### config.mk
export PLATFORM = sky130hd
export DESIGN_NAME = mmio_byte_port
export DESIGN_NICKNAME = d
export VERILOG_FILES = /design/src/rtl/mmio_byte_port_pkg.sv /design/src/rtl/mmio_byte_port_fifo.sv /design/src/rtl/mmio_byte_port.sv
export SDC_FILE = /design/constraint.sdc
export NUM_CORES = 1
export LEC_CHECK = 0
export ABC_AREA = 1
export ABC_CLOCK_PERIOD_IN_PS = 6500
export CORE_MARGIN = 2
export CORE_UTILIZATION = 46
export DETAILED_ROUTE_END_ITERATION = 12
export PLACE_DENSITY = 0.71
export SLEW_MARGIN = 25
export SYNTH_ARGS = -nofsm -noshare
export SYNTH_HDL_FRONTEND = slang
export SYNTH_SLANG_ARGS = --single-unit
### constraint.sdc
create_clock -name clk -period 6.5 [get_ports clk]
set_input_delay 1.3 -clock clk [delete_from_list [all_inputs] [get_ports clk]]
set_output_delay 1.3 -clock clk [all_outputs]
set_load 0.05 [all_outputs]
### src/rtl/mmio_byte_port_pkg.sv
// Shared register map for the MMIO byte port: offsets, STATUS/CTRL bit positions,
// default window base and the STATUS word packer used by the read path.
package mmio_byte_port_pkg;

  localparam logic [31:0] DEFAULT_BASE_ADDR = 32'hFFFF_FF00;

  // Word index inside the 16-byte window, taken from addr[3:2].
  typedef enum logic [1:0] {
    REG_DATA   = 2'd0,
    REG_STATUS = 2'd1,
    REG_CTRL   = 2'd2,
    REG_RSVD   = 2'd3
  } reg_sel_e;

  localparam int ST_TX_FULL      = 0;
  localparam int ST_TX_EMPTY     = 1;
  localparam int ST_RX_FULL      = 2;
  localparam int ST_RX_EMPTY     = 3;
  localparam int ST_TX_OVF       = 4;
  localparam int ST_RX_UDF       = 5;
  localparam int ST_TX_COUNT_LSB = 8;
  localparam int ST_RX_COUNT_LSB = 16;

  localparam int CTRL_CLEAR_FLAGS = 0;
  localparam int CTRL_FLUSH_TX    = 1;
  localparam int CTRL_FLUSH_RX    = 2;

  function automatic logic [31:0] pack_status(
    input logic       tx_full,
    input logic       tx_empty,
    input logic       rx_full,
    input logic       rx_empty,
    input logic       tx_ovf,
    input logic       rx_udf,
    input logic [7:0] tx_count,
    input logic [7:0] rx_count
  );
    logic [31:0] s;
    s                          = '0;
    s[ST_TX_FULL]              = tx_full;
    s[ST_TX_EMPTY]             = tx_empty;
    s[ST_RX_FULL]              = rx_full;
    s[ST_RX_EMPTY]             = rx_empty;
    s[ST_TX_OVF]               = tx_ovf;
    s[ST_RX_UDF]               = rx_udf;
    s[ST_TX_COUNT_LSB +: 8]    = tx_count;
    s[ST_RX_COUNT_LSB +: 8]    = rx_count;
    return s;
  endfunction

endpackage

### src/rtl/mmio_byte_port_fifo.sv
// Byte FIFO with push/pop/flush; full/empty/count reflect pre-edge state and the
// head byte is visible combinationally so a pop can be captured on the same edge.
module mmio_byte_port_fifo #(
  parameter int DEPTH = 8
) (
  input  logic                     clk,
  input  logic                     reset,
  input  logic                     push,
  input  logic                     pop,
  input  logic                     flush,
  input  logic [7:0]               wr_data,
  output logic [7:0]               rd_data,
  output logic                     full,
  output logic                     empty,
  output logic [$clog2(DEPTH):0]   count
);

  localparam int AW = $clog2(DEPTH);
  localparam logic [AW:0]   CNT_ONE = (AW+1)'(1);
  localparam logic [AW-1:0] PTR_ONE = AW'(1);

  logic [7:0]    mem_q [DEPTH];
  logic [AW-1:0] wr_ptr_q, wr_ptr_d;
  logic [AW-1:0] rd_ptr_q, rd_ptr_d;
  logic [AW:0]   count_q, count_d;
  logic          push_ok;
  logic          pop_ok;

  assign full    = (count_q == (AW+1)'(DEPTH));
  assign empty   = (count_q == '0);
  assign count   = count_q;
  assign rd_data = mem_q[rd_ptr_q];

  // Flush dominates; push into a full FIFO is refused even if a pop frees a slot.
  assign push_ok = push && !full && !flush;
  assign pop_ok  = pop && !empty && !flush;

  always_comb begin
    wr_ptr_d = wr_ptr_q;
    rd_ptr_d = rd_ptr_q;
    count_d  = count_q;
    if (flush) begin
      wr_ptr_d = '0;
      rd_ptr_d = '0;
      count_d  = '0;
    end else begin
      if (push_ok) wr_ptr_d = wr_ptr_q + PTR_ONE;
      if (pop_ok)  rd_ptr_d = rd_ptr_q + PTR_ONE;
      unique case ({push_ok, pop_ok})
        2'b10:   count_d = count_q + CNT_ONE;
        2'b01:   count_d = count_q - CNT_ONE;
        default: count_d = count_q;
      endcase
    end
  end

  always_ff @(posedge clk) begin
    if (reset) begin
      wr_ptr_q <= '0;
      rd_ptr_q <= '0;
      count_q  <= '0;
    end else begin
      wr_ptr_q <= wr_ptr_d;
      rd_ptr_q <= rd_ptr_d;
      count_q  <= count_d;
    end
  end

  always_ff @(posedge clk) begin
    if (push_ok && !reset) mem_q[wr_ptr_q] <= wr_data;
  end

endmodule

### src/rtl/mmio_byte_port.sv
// CPU memory-bus responder for a 16-byte I/O window bridging loads/stores to a
// TX byte FIFO and an RX byte FIFO; read data is registered with one-cycle latency.
module mmio_byte_port
  import mmio_byte_port_pkg::*;
#(
  parameter logic [31:0] BASE_ADDR = DEFAULT_BASE_ADDR,
  parameter int          DEPTH     = 8
) (
  input  logic        clk,
  input  logic        reset,
  input  logic [31:0] addr,
  input  logic [31:0] wdata,
  input  logic        mem_read,
  input  logic        mem_write,
  output logic [31:0] rdata,
  output logic        rd_hit,
  output logic [7:0]  tx_data,
  output logic        tx_valid,
  input  logic        tx_ready,
  input  logic [7:0]  rx_data,
  input  logic        rx_valid,
  output logic        rx_ready
);

  localparam int CW = $clog2(DEPTH) + 1;

  logic          hit, wr_hit, rd_now;
  reg_sel_e      sel;
  logic          tx_push, tx_pop, rx_push, rx_pop;
  logic          flush_tx, flush_rx, clear_flags;
  logic          ovf_event, udf_event;
  logic [7:0]    tx_head, rx_head;
  logic          tx_full, tx_empty, rx_full, rx_empty;
  logic [CW-1:0] tx_count, rx_count;
  logic          tx_ovf_q, tx_ovf_d;
  logic          rx_udf_q, rx_udf_d;
  logic [31:0]   rdata_q, rdata_d;
  logic          rd_hit_q, rd_hit_d;
  logic          unused_bits;

  assign unused_bits = ^{addr[1:0], wdata[31:8]};

  always_comb begin
    hit         = (addr[31:4] == BASE_ADDR[31:4]) && (mem_read || mem_write);
    wr_hit      = hit && mem_write;
    // A simultaneous read and write is treated as a write only.
    rd_now      = hit && mem_read && !mem_write;
    sel         = reg_sel_e'(addr[3:2]);
    clear_flags = wr_hit && (sel == REG_CTRL) && wdata[CTRL_CLEAR_FLAGS];
    flush_tx    = wr_hit && (sel == REG_CTRL) && wdata[CTRL_FLUSH_TX];
    flush_rx    = wr_hit && (sel == REG_CTRL) && wdata[CTRL_FLUSH_RX];
    tx_push     = wr_hit && (sel == REG_DATA);
    tx_pop      = !tx_empty && tx_ready;
    rx_pop      = rd_now && (sel == REG_DATA);
    rx_push     = rx_valid && !rx_full;
    ovf_event   = tx_push && tx_full && !flush_tx;
    udf_event   = rx_pop && rx_empty && !flush_rx;
    tx_ovf_d    = (tx_ovf_q && !clear_flags) || ovf_event;
    rx_udf_d    = (rx_udf_q && !clear_flags) || udf_event;
    rd_hit_d    = rd_now;
    rdata_d     = '0;
    if (rd_now) begin
      unique case (sel)
        REG_DATA:   rdata_d = rx_empty ? 32'h0 : {24'h0, rx_head};
        REG_STATUS: rdata_d = pack_status(tx_full, tx_empty, rx_full, rx_empty,
                                          tx_ovf_q, rx_udf_q,
                                          8'(tx_count), 8'(rx_count));
        default:    rdata_d = '0;
      endcase
    end
  end

  always_ff @(posedge clk) begin
    if (reset) begin
      tx_ovf_q <= 1'b0;
      rx_udf_q <= 1'b0;
      rdata_q  <= '0;
      rd_hit_q <= 1'b0;
    end else begin
      tx_ovf_q <= tx_ovf_d;
      rx_udf_q <= rx_udf_d;
      rdata_q  <= rdata_d;
      rd_hit_q <= rd_hit_d;
    end
  end

  mmio_byte_port_fifo #(.DEPTH(DEPTH)) u_tx_fifo (
    .clk     (clk),
    .reset   (reset),
    .push    (tx_push),
    .pop     (tx_pop),
    .flush   (flush_tx),
    .wr_data (wdata[7:0]),
    .rd_data (tx_head),
    .full    (tx_full),
    .empty   (tx_empty),
    .count   (tx_count)
  );

  mmio_byte_port_fifo #(.DEPTH(DEPTH)) u_rx_fifo (
    .clk     (clk),
    .reset   (reset),
    .push    (rx_push),
    .pop     (rx_pop),
    .flush   (flush_rx),
    .wr_data (rx_data),
    .rd_data (rx_head),
    .full    (rx_full),
    .empty   (rx_empty),
    .count   (rx_count)
  );

  assign rdata    = rdata_q;
  assign rd_hit   = rd_hit_q;
  assign tx_data  = tx_head;
  assign tx_valid = !tx_empty;
  assign rx_ready = !rx_full;

endmodule
==> metrics.md <==
| Metric | Value |
|---|---|
| Post-CTS Resized | 0 |
| Worst-case clock skew | approximately 0.014 ns |
| PwrDens | between 300 and 400 nW/um^2 |
| Max Fclk | roughly 230 MHz |
| Worst Tran Pin Value | approximately 0.91 ns |
| DRT antenna net count | 0 |
| Area Overhead vs Synth | 21.3% |
| First-pass GRT wire length | 24500 um |
| Core area | roughly 15000 um^2 |
| Dpl hpwl | roughly 10000 um |
| Vias in the first global route | approximately 5000 |
| Final setup TNS | 0 ns |
| Largest net degree at the start of global routing | 34 |
| Global Route Usage Sum | roughly a fifth |
| CTS Sinks | around 170 |
| Initial DRC count | between 400 and 500 |
| GP Congestion | ~0.81 |
| Grt ovf | 0 |
| Num CTS Buffers | 17 |
| Clk buf depth | 2 |
| Slew HR | about two fifths |
| Top cells by area, synth | edfxtp_1 (54%), dfxtp_1 (13%), nor2_1 (6.6%), o21ai_0 (3.9%), nand2_1 (3.2%) |
| Peak VDD IR | around 0.19 mV |
| Worst-path fanout max | 33 |
| Top cell type's share of synthesized area | 54.0% |
| MaxCap Viol Count | 0 |
| Die height | 128 um |
| Hold-fix buffers, CTS | 0 |
| Fin crit period | ~4.4 ns |
| Setup CP Type | reg2out |
| CTS tree | done |
| Slack of the critical path | between 2 and 2.5 ns |
| Ys Warns | 0 |
| Port buffer count | 78 |
| Hold path cells | 2 |
| I/O Pins | around 120 |
| Root buf cell | clkbuf_16 |
| Final setup fails | 0 |
| N_diodes | 0 |
| Fin crit share | just under 70% |
| WHS | between 0.4 and 0.5 ns |
| FF-to-FF setup slack | roughly 4.1 ns |
| Hold Crit Start | rx_udf_q |
| Layout cells sized above 1 | 9.32% |
| R2r worst-path depth | 16 |
| Fillers | roughly 1200 |
| H-tree levels | 4 |
| Post-Syn Area | about 7000 um^2 |
| Startpoint types | flip-flop |
| Total Power | 2.66 mW |
| FF-to-FF End | u_rx_fifo.count[2] |
| Post-CTS Setup Bufs | 0 |
| Area leader, netlist | edfxtp_1 |
| Min-Delay Endpoint | rdata[5] |
| Antenna violations before repair | 0 |
| Critical path data required time | roughly 5.2 ns |
| RSZ-0062 raised after global routing | no |
| LEAKAGE | a little over 3 nW |
| Die footprint | approximately 16000 um^2 |
| Worst reg2reg startpoint | u_rx_fifo.count[1] |
| Final Hold Vio Count | 0 |
| Register area share after synthesis | ~67% |
| # rows | between 40 and 50 |
| Clk slew on worst S/H paths | roughly 0.060 ns |
| Mapped Cells | about 640 |
| Layout net count | slightly above 800 |
| Total number of vias | 4905 |
| Routed wire per std cell | between 15 and 20 um |
| Average cell area after synthesis | around 11 um^2 |
| Initial Util | 47.0% |
| Clk Latency, worst-skew pair | about 0.43 ns |
| Die width | approximately 130 um |
| Post-route DRC | 0 |
| Netlist cell types | 39 |
| Hold crit path type | reg2reg |
| Slew Limit Fails | 0 |
| Status | finished clean |
| CP Data Arrival Time | 3.10 ns |
| Worst setup EP type | primary output |
| Routed vias/inst | ~5.3 |
| Drt first pass iters | 5 |
| Pre-CTS setup slack | roughly 2.6 ns |
| WL final | ~15000 um |
| Seq cells post-synth | between 150 and 200 |
[cell usage after synthesis, drive strengths merged]
library cell  instances
xnor2                 2
a31oi                 8
o221ai               11
conb                  1
and2                  1
o32ai                 5
clkbuf               16
o22ai                 8
o21ai                58
edfxtp              128
buf                  20
dfxtp                45
a21oi                19
inv                  44
mux2i                11
a211oi                1
nand4                 4
nand3                23
nor3                 19
ha                    8
or2                   1
xor2                  5
nand2                66
and3                  1
nor2                131
o211ai                3
clkinv                1
o21bai                1
[sequential cells by signal, indices dropped and copies added (netlist names), named ones only]
signal              flops
u_rx_fifo.wr_ptr_q      3
tx_ovf_q                1
u_tx_fifo.wr_ptr_q      3
u_rx_fifo.rd_ptr_q      3
u_tx_fifo.count         4
u_tx_fifo.mem_q        64
rdata                  16
rd_hit                  1
u_tx_fifo.rd_ptr_q      3
rx_udf_q                1
u_rx_fifo.mem_q        64
u_rx_fifo.count         4
[per-stage QoR]
step / instances / cell area [um^2] / utilization (%)
2_1_floorplan: 656 / 7180 / -
3_3_place_gp: 896 / 8070 / 53.3
3_5_place_dp: 896 / 8070 / 53.3
4_1_cts: 928 / 8640 / 57.1
5_1_grt: 928 / 8640 / 57.1
6_report: 928 / 8640 / 57.1
[cells in the final DEF, fill, tap and decap left out, types with 3 or more instances in the layout]
| cell type | instances |
|---|---|
| clkdlybuf4s50_1 | 78 |
| o32ai_1 | 5 |
| o22ai_1 | 8 |
| conb_1 | 16 |
| ha_1 | 8 |
| nand2_1 | 60 |
| nand4_1 | 4 |
| nor2_2 | 5 |
| nand2_2 | 5 |
| o21ai_0 | 56 |
| nor2_1 | 125 |
| clkinv_4 | 3 |
| inv_2 | 7 |
| inv_1 | 37 |
| nand3_1 | 19 |
| a21oi_1 | 19 |
| clkinv_2 | 4 |
| nor3_1 | 18 |
| buf_4 | 10 |
| xor2_1 | 5 |
| mux2i_1 | 11 |
| clkinvlp_4 | 4 |
| edfxtp_1 | 128 |
| o221ai_1 | 11 |
| clkbuf_16 | 18 |
| o211ai_1 | 3 |
| dfxtp_1 | 44 |
| a31oi_1 | 8 |
| nand3_2 | 3 |
[routing by layer]
layer	track usage (%)	share of wire, %
met1	22.9	42
met2	34.2	51
met3	4.91	4.3
met4	8.86	2.5
met5	0	0
[cell type report]
class,instances,area [um^2],share of cell area [%]
Sequential cell,173,4750,54.9
Multi-Input combinational cell,402,2070,23.9
Timing Repair Buffer,88,856,9.90
Clock buffer,18,450,5.21
Tap cell,188,235,2.72
Inverter,45,169,1.95
Clock inverter,14,119,1.38
[worst max path at each step]
stage                                        to  slack (ns)  depth (start not counted)  startpoint
after global routing                 tx_data[0]        1.88                          7   flip-flop
after detailed placement             tx_data[0]        2.58                          7   flip-flop
final                                tx_data[2]        2.10                          7   flip-flop
after global placement               tx_data[2]        2.63                          7   flip-flop
after CTS                            tx_data[0]        2.10                          7   flip-flop
after floorplan           u_tx_fifo.mem_q[0][0]        3.38                         10    addr[17]
[cells by family after synthesis]
family / count (synthesis) / share of synthesized area (%)
adders and majority gates: 8 / 1.41
other: 1 / 0.0526
buffers and inverters: 81 / 5.16
AOI/OAI and AO/OA: 114 / 9.36
xor gates and xnor gates: 7 / 0.861
and+or+nand+nor: 246 / 15.0
muxes: 11 / 1.55
DFF: 173 / 66.6
[worst max-delay path, cell delays in order (launching register included)]
cell             delay, ns
dfxtp_1               0.30
buf_4                 0.23
inv_1                 0.66
o21ai_0               0.17
o22ai_1               0.14
nor2_1                0.06
a31oi_1               0.25
clkdlybuf4s50_1       0.85
[report_power, final]
part / leakage [nW] / internal, mW / total, mW / switching [mW]
combinational: 1.26 / 0.155 / 0.467 / 0.312
sequential: 1.52 / 1.21 / 1.23 / 0.0243
clock: 0.271 / 0.547 / 0.962 / 0.415
Power figures use the tool's default switching activity.
